### src/rtl/alu_pkg.sv
// Shared types and constants for the sequential ALU: op codes, PSW layout, masks, FSM states.
package alu_pkg;

  typedef enum logic [3:0] {
    ADD  = 4'd0,
    ADDC = 4'd1,
    SUB  = 4'd2,
    SUBC = 4'd3,
    DADD = 4'd4,
    XOR  = 4'd5,
    AND  = 4'd6,
    OR   = 4'd7,
    BIT  = 4'd8,
    BIC  = 4'd9,
    BIS  = 4'd10
  } alu_op_e;

  typedef enum logic [1:0] {
    IDLE = 2'd0,
    BCD  = 2'd1,
    DONE = 2'd2
  } state_e;

  localparam int unsigned PSW_W = 16;
  localparam int unsigned PSW_C = 0;
  localparam int unsigned PSW_Z = 1;
  localparam int unsigned PSW_N = 2;
  localparam int unsigned PSW_V = 4;

  localparam logic [PSW_W-1:0] MSK_ARITH = 16'h0017;
  localparam logic [PSW_W-1:0] MSK_LOGIC = 16'h0006;
  localparam logic [PSW_W-1:0] MSK_DADD  = 16'h0007;

  // Pack individual flags into their PSW bit positions.
  function automatic logic [PSW_W-1:0] mk_psw(input logic c, input logic z,
                                                input logic n, input logic v);
    logic [PSW_W-1:0] p;
    p        = '0;
    p[PSW_C] = c;
    p[PSW_Z] = z;
    p[PSW_N] = n;
    p[PSW_V] = v;
    return p;
  endfunction

endpackage

### src/rtl/alu_bcd_digit.sv
// One packed-BCD digit adder: digit_a + digit_b + cin with decimal carry out.
module alu_bcd_digit (
  input  logic [3:0] digit_a,
  input  logic [3:0] digit_b,
  input  logic       cin,
  output logic [3:0] digit_sum,
  output logic       cout
);

  logic [4:0] raw;

  // Binary add, then +6 correction when the digit exceeds 9.
  always_comb begin
    raw       = 5'(digit_a) + 5'(digit_b) + 5'(cin);
    cout      = (raw > 5'd9);
    digit_sum = cout ? 4'(raw + 5'd6) : raw[3:0];
  end

endmodule

### src/rtl/alu_seq.sv
// Sequential ALU with valid/ready handshakes on both sides and registered result/PSW.
// Optional decimal add (one BCD digit per cycle) is built only when ALU_SEQ_DADD_EN is defined;
// otherwise DADD behaves as an undefined op.
module alu_seq
  import alu_pkg::*;
#(
  parameter int unsigned WIDTH = 16
) (
  input  logic             clk,
  input  logic             rst,
  input  logic             in_valid,
  output logic             in_ready,
  input  alu_op_e          op,
  input  logic [WIDTH-1:0] a,
  input  logic [WIDTH-1:0] b,
  input  logic             carry_in,
  output logic             out_valid,
  input  logic             out_ready,
  output logic [WIDTH-1:0] result,
  output logic [15:0]      psw_out,
  output logic [15:0]      psw_msk
);

  state_e           state;
  logic             accept;
  logic [WIDTH-1:0] b_eff;
  logic             cin_eff;
  logic [WIDTH:0]   sum_ext;
  logic [WIDTH-1:0] res_c;
  logic             c_c;
  logic             v_c;
  logic [15:0]      msk_c;
  logic [15:0]      psw_c;

  // A new op is taken when idle, or when the current result is consumed this cycle.
  assign in_ready = (state == IDLE) || ((state == DONE) && out_ready);
  assign accept   = in_valid && in_ready;

  // Shared adder: subtraction is a + ~b + carry.
  always_comb begin
    b_eff   = b;
    cin_eff = 1'b0;
    case (op)
      ADDC:    cin_eff = carry_in;
      SUB:     begin b_eff = ~b; cin_eff = 1'b1;     end
      SUBC:    begin b_eff = ~b; cin_eff = carry_in; end
      default: ;
    endcase
    sum_ext = {1'b0, a} + {1'b0, b_eff} + {{WIDTH{1'b0}}, cin_eff};
  end

  // Single-cycle result and flags for every op except decimal add.
  always_comb begin
    res_c = '0;
    c_c   = 1'b0;
    v_c   = 1'b0;
    msk_c = '0;
    case (op)
      ADD, ADDC, SUB, SUBC: begin
        res_c = sum_ext[WIDTH-1:0];
        c_c   = sum_ext[WIDTH];
        v_c   = (a[WIDTH-1] == b_eff[WIDTH-1]) && (sum_ext[WIDTH-1] != a[WIDTH-1]);
        msk_c = MSK_ARITH;
      end
      AND, BIT: begin res_c = a & b;  msk_c = MSK_LOGIC; end
      OR, BIS:  begin res_c = a | b;  msk_c = MSK_LOGIC; end
      XOR:      begin res_c = a ^ b;  msk_c = MSK_LOGIC; end
      BIC:      begin res_c = a & ~b; msk_c = MSK_LOGIC; end
      default:  ;
    endcase
    psw_c = mk_psw(c_c, res_c == '0, res_c[WIDTH-1], v_c) & msk_c;
  end

`ifdef ALU_SEQ_DADD_EN
  localparam int unsigned NDIG  = WIDTH / 4;
  localparam int unsigned CNT_W = (NDIG > 1) ? $clog2(NDIG) : 1;

  logic [WIDTH-1:0] a_q;
  logic [WIDTH-1:0] b_q;
  logic [WIDTH-5:0] sum_q;
  logic [WIDTH-1:0] bcd_next;
  logic             dcarry_q;
  logic [3:0]       dsum;
  logic             dcout;
  logic [CNT_W-1:0] cnt_q;

  alu_bcd_digit u_digit (
    .digit_a   (a_q[3:0]),
    .digit_b   (b_q[3:0]),
    .cin       (dcarry_q),
    .digit_sum (dsum),
    .cout      (dcout)
  );

  // New digit enters at the top; after the last digit the sum is fully aligned.
  assign bcd_next = {dsum, sum_q};
`endif

  // Handshake FSM with registered outputs and, when enabled, the digit-serial BCD datapath.
  always_ff @(posedge clk or posedge rst) begin
    if (rst) begin
      state     <= IDLE;
      out_valid <= 1'b0;
      result    <= '0;
      psw_out   <= '0;
      psw_msk   <= '0;
`ifdef ALU_SEQ_DADD_EN
      a_q       <= '0;
      b_q       <= '0;
      sum_q     <= '0;
      dcarry_q  <= 1'b0;
      cnt_q     <= '0;
`endif
    end else begin
      case (state)
        IDLE, DONE: begin
          if (accept) begin
`ifdef ALU_SEQ_DADD_EN
            if (op == DADD) begin
              state     <= BCD;
              out_valid <= 1'b0;
              a_q       <= a;
              b_q       <= b;
              sum_q     <= '0;
              dcarry_q  <= carry_in;
              cnt_q     <= '0;
            end else begin
`else
            begin
`endif
              state     <= DONE;
              out_valid <= 1'b1;
              result    <= res_c;
              psw_out   <= psw_c;
              psw_msk   <= msk_c;
            end
          end else if ((state == DONE) && out_ready) begin
            state     <= IDLE;
            out_valid <= 1'b0;
          end
        end
`ifdef ALU_SEQ_DADD_EN
        BCD: begin
          a_q      <= a_q >> 4;
          b_q      <= b_q >> 4;
          sum_q    <= bcd_next[WIDTH-1:4];
          dcarry_q <= dcout;
          cnt_q    <= cnt_q + CNT_W'(1);
          if (cnt_q == CNT_W'(NDIG - 1)) begin
            state     <= DONE;
            out_valid <= 1'b1;
            result    <= bcd_next;
            psw_out   <= mk_psw(dcout, bcd_next == '0, bcd_next[WIDTH-1], 1'b0) & MSK_DADD;
            psw_msk   <= MSK_DADD;
          end
        end
`endif
        default: begin
          state     <= IDLE;
          out_valid <= 1'b0;
        end
      endcase
    end
  end

endmodule

### config.mk
export PLATFORM = sky130hd
export DESIGN_NAME = alu_seq
export DESIGN_NICKNAME = d
export VERILOG_FILES = /design/src/rtl/alu_pkg.sv /design/src/rtl/alu_bcd_digit.sv /design/src/rtl/alu_seq.sv
export SDC_FILE = /design/constraint.sdc
export NUM_CORES = 1
export LEC_CHECK = 0
export ABC_CLOCK_PERIOD_IN_PS = 2700
export CAP_MARGIN = 20
export CORE_ASPECT_RATIO = 0.6
export CORE_MARGIN = 2
export CORE_UTILIZATION = 35
export CTS_CLUSTER_DIAMETER = 150
export CTS_CLUSTER_SIZE = 30
export DETAILED_ROUTE_END_ITERATION = 10
export GPL_ROUTABILITY_DRIVEN = 1
export SLEW_MARGIN = 0
export SYNTH_ARGS = -nofsm -noshare
export SYNTH_HDL_FRONTEND = slang
export SYNTH_SLANG_ARGS = --single-unit
### constraint.sdc
create_clock -name clk -period 2.7 [get_ports clk]
set_clock_uncertainty 0.05 [all_clocks]
set_input_delay 0.54 -clock clk [delete_from_list [all_inputs] [get_ports clk]]
set_output_delay 0.54 -clock clk [all_outputs]
set_load 0.02 [all_outputs]
* Yosys cells after proc, flatten, opt, wreduce, memory -nomap -nowiden
Cells that the tools add are included.
** Word-level totals
- Bits in registers :: 51
- Output and inout bits :: 50
** Operators by class
- Add/subtract/negate cells :: 2
- Eq/ne operators :: 13
- Mux-type cells :: 12
- Bitwise gates (word level) :: 6
- Reduce and logical (&&, ||, !) cells :: 15
** Operators with widths (count)
- $pmux 16 s5 :: 1
- $and 16x16->16 :: 2
- $add 16x16->17 :: 1
- $add 17x1->17 :: 1
- $and 5x16->16 :: 1
- $logic_not 16->1 :: 1
- $mux 16 :: 1
- $not 16->16 :: 1
- $or 16x16->16 :: 1
- $xor 16x16->16 :: 1
- $eq 4x3->1 const B :: 3
- $eq 4x4->1 const B :: 3
- $pmux 5 s2 :: 1
- $reduce_or 2->1 :: 5
- $eq 4x2->1 const B :: 2
- $mux 2 :: 3
- $reduce_or 6->1 :: 1
- $mux 1 :: 5
- $eq 4x1->1 const B :: 1
- $logic_not 4->1 :: 1
- $reduce_or 4->1 :: 1
- $logic_and 1x1->1 :: 3
- $ne 3x3->1 const B :: 1
- $eq 2x2->1 const B :: 1
- 6 further kinds :: 6

* Logic depth before layout (Yosys ltp)
- Depth in word-level cells :: 9
- Mapped depth :: 16

* Least setup slack after synthesis
Ideal clock, no wire load.
- Path kind :: in2reg
- Start point :: input port op[3]
- End point :: register psw_out[1]
- Arrival time :: 3.875 ns
- Slack :: -1.329 ns
- Stages :: 14
- Buffers on the path :: 2
- Path through :: buf_4 -> nor2_1 -> and2_1 -> clkbuf_1 -> xnor2_1 -> fa_1 -> fa_1 -> xnor2_1 -> o21ai_1 -> a211oi_1 -> or3b_1 -> nor4_1 -> nand3_1 -> o41ai_2
** On the way
- Word-level cells in the longest chain between the ends :: 8
** RTL lines
- start, declared :: line alu_seq.sv:13 : input alu_op_e op,
- $eq 4x2->1 :: line alu_seq.sv:43, alu_seq.sv:58
- $reduce_or 2->1 (no source line)
- $mux 16
- $add 16x16->17 :: line alu_seq.sv:49 : sum_ext = {1'b0, a} + {1'b0, b_eff} + {{WIDTH{1'b0}}, cin_eff};
- $add 17x1->17 :: line alu_seq.sv:49
- $pmux 16 s5 :: line alu_seq.sv:58 : case (op)
- $logic_not 16->1 :: line alu_seq.sv:71 : psw_c = mk_psw(c_c, res_c == '0, res_c[WIDTH-1], v_c) & msk_c;
- $and 5x16->16 * :: line alu_seq.sv:71
- end signal, assigned :: line alu_seq.sv:134 : psw_out <= psw_c;
- end, declared :: line alu_seq.sv:20 : output logic [15:0] psw_out,
Every way passes the cells marked *; elsewhere a longest branch is shown, timed or not.
A chain may end at the register's enable or synchronous reset.

* Worst setup path after layout
Same ends and word-level chain as after synthesis.

==> results.cfg <==
[critical_path]
crit_chain = buf_8 -> nor2_4 -> and2_4 -> xnor2_4 -> fa_2 -> fa_2 -> buf_6 -> a211oi_4 -> nor2_2 -> buf_4 -> o41ai_4 -> o21ai_2 -> a21oi_2 -> nand4_1 -> o41ai_2
critPathMaxStageDelay_ps = 410
cp_common_cell = fa_2
path_buf_inv = 3
path_class = primary input to register
critPathSlowestCell = fa_2
r2r_slack_ps = 580
r2r-end = psw_out[1]
ff2ff_path_depth = 8
cp_top_family = compound AO/OA/AOI/OAI gates
worstPathRequired_ps = 2800
r2r-start = out_valid
cp.arrival_ps = 3340
cp-start-kind = primary input
end_kind = register
crit_fanout = 3

[clock_network]
hold_buffers = 0
cts_made_buffers = 3
cts_root_buffer = clkbuf_16
clk-insertion-delay-late_ps = 250
clkTransAtPathRegs_ps = 60
htreeDepth = 1
cts_tree = done
cts.path.max_buffers = 2
cts.sinks = 23

[timing]
hold_slack_ps = 424
drv_slew = 0
tightest_slew_ps = 1040
fmax_mhz = 309
max-slew-margin-rel = 0.297
finalCritPeriodShare = 1.20
min_period_ps = 3230
setup-violations-final = 15
finalWorstSetupSlack_ps = -534
rsz0062_at_grt = yes
tns_ps = -5090
final_hold_viol_count = 0

[power_and_ir_drop]
peakVddDrop_mv = 0.224
power.leakage_nw = 2.45
power.density_mw_per_mm2 = 389

[cells_and_area]
diodes = 0
final_util = 0.602
drive_gt1_frac = 0.365
nets = 637
synthToLayoutAreaGrowth_pct = 66.6
mostFrequentLayoutCell = buf_4
finalNonFillerCells = 674
final_cell_mix = 123 x buf_4, 59 x clkdlybuf4s50_1, 34 x inv_1, 30 x nand2_1, 28 x ha_1

[floorplanning]
io_pins = 91
coreArea_sq_mm = 0.00852
die_w_um = 125
row_count = 26
die_h_um = 76.7
die-area_sq_mm = 0.00960
start_util = 0.362

[routing]
vias = 3391
drt_wl_total_mm = 10.4
first_pass_iters = 4
drt-wirelength-per-cell_um = 15.4
drt-initial-drc-count = 233
vias_per_cell = 5.03
drtAntennaViolNets = 0
drc = 0

[logic_synthesis]
synth_edf_count = 0
syn_area_per_cell_sq_um = 8.01
async_reset_ff_frac = 1.00
synth_ff_type = dfrtp_1
netlist_top_cells_area = dfrtp_1 19%, ha_1 13%, buf_4 6.8%
ys_ff_latch = 23
seq_area_frac_synth = 0.187
synth_area_sq_mm = 0.00308
yosys_warnings = 0
yosys.area.top_type_share = 0.187
ys_types = 57
postSynthCellCount = 385
synth_top_area_cell = dfrtp_1

[status]
violations = negative setup slack
status = complete, but fails checks

[grt]
grt-ovfl-total = 0
grt_max_degree = 32
antenna_found_initial = 0
grt_first_pass_wirelength_mm = 17.0
grt_use_total = 0.215
grt_pass1_vias = 3338

[hold_path]
whs_endpoint = psw_out[2]
hold_start = psw_out[2]
whs_path_depth = 2
hold_path_class = register to register

[place]
hpwlAfterDp_mm = 8.00
place_ws_ps = -1320
dp.cells = 653
io_buffers = 66
place.gp.congestion = 0.922

[job]
maxCapViolCount = 0
==> synth_stat cells (9+ instances only) <==
cell	count
xnor2_1	21
clkbuf_1	9
buf_4	28
o21ai_0	21
nor2_1	27
nand2b_1	10
ha_1	31
dfrtp_1	23
nand2_1	32
inv_1	36
a21oi_1	18
mux2i_1	21
==> how the worst max path moves through the flow <==
stage                     cells past startpoint  start          to
after CTS                                    13  op[3]  psw_out[1]
after floorplan                              14  op[2]  psw_out[1]
final                                        15  op[3]  psw_out[1]
after global placement                       14  op[2]  psw_out[1]
after global routing                         16  op[3]  psw_out[1]
after detailed placement                     14  op[3]  psw_out[1]
==> stage by stage <==
step	cell area, sq um	power (mW)
final	5130	2.00
after detailed placement	4650	1.52
after global placement	4650	1.51
after global routing	5130	2.13
after CTS	4880	1.90
after floorplan	3320	1.04
==> cell type report <==
class | count | area [sq um]
timing repair buffer | 195 | 1680
sequential | 23 | 576
multi-input combinational | 303 | 2530
clock buffer | 4 | 78.8
tap | 112 | 140
inverter | 37 | 139
fill | 738 | 3390
==> sequential cells by signal, indices dropped and copies added, names as in the netlist <==
signal,flops
result,16
psw_out,4
psw_msk,2
out_valid,1
==> worst register-to-register path, cell delays in order, from the launching register on <==
cell	delay, ps
dfrtp_1	380
nand2b_1	90
nand2_1	100
a221oi_4	240
inv_2	60
or3b_1	380
nor4_2	300
nand3_1	140
o41ai_2	280
==> cell families after synthesis <==
| group | share of synthesized area |
|---|---|
| AO/OA/AOI/OAI | 0.238 |
| AND/OR/NAND/NOR | 0.155 |
| buffers and inverters | 0.139 |
| adder cells (fa/ha/maj) | 0.139 |
| multiplexers | 0.0791 |
| flip-flops | 0.187 |
| XOR/XNOR | 0.0625 |
| other | 0.00122 |
==> power by group <==
| group | leakage, nW | internal (mW) | total, mW | switching (mW) |
|---|---|---|---|---|
| registers | 0.301 | 0.396 | 0.430 | 0.0344 |
| logic | 2.11 | 0.638 | 1.25 | 0.615 |
| clock network | 0.0382 | 0.201 | 0.317 | 0.115 |
==> metal layers <==
metal / up-vias / part of all wire / GRT usage / routed length, um
met5: - / 0 / 0 / 0
met4: 0 / 0.0099 / 0.0344 / 103
met3: 11 / 0.055 / 0.0286 / 571
met2: 99 / 0.44 / 0.335 / 4520
met1: 1611 / 0.50 / 0.323 / 5200
li1: 1670 / - / - / -
==> timing repair <==
item	in CTS	in global routing
pin swaps	21	20
setup endpoints to repair	19	17
gates resized for setup	50	40
cloned	0	0
buffers inserted	7	12
No activity file was read; power rests on OpenSTA's default activity.
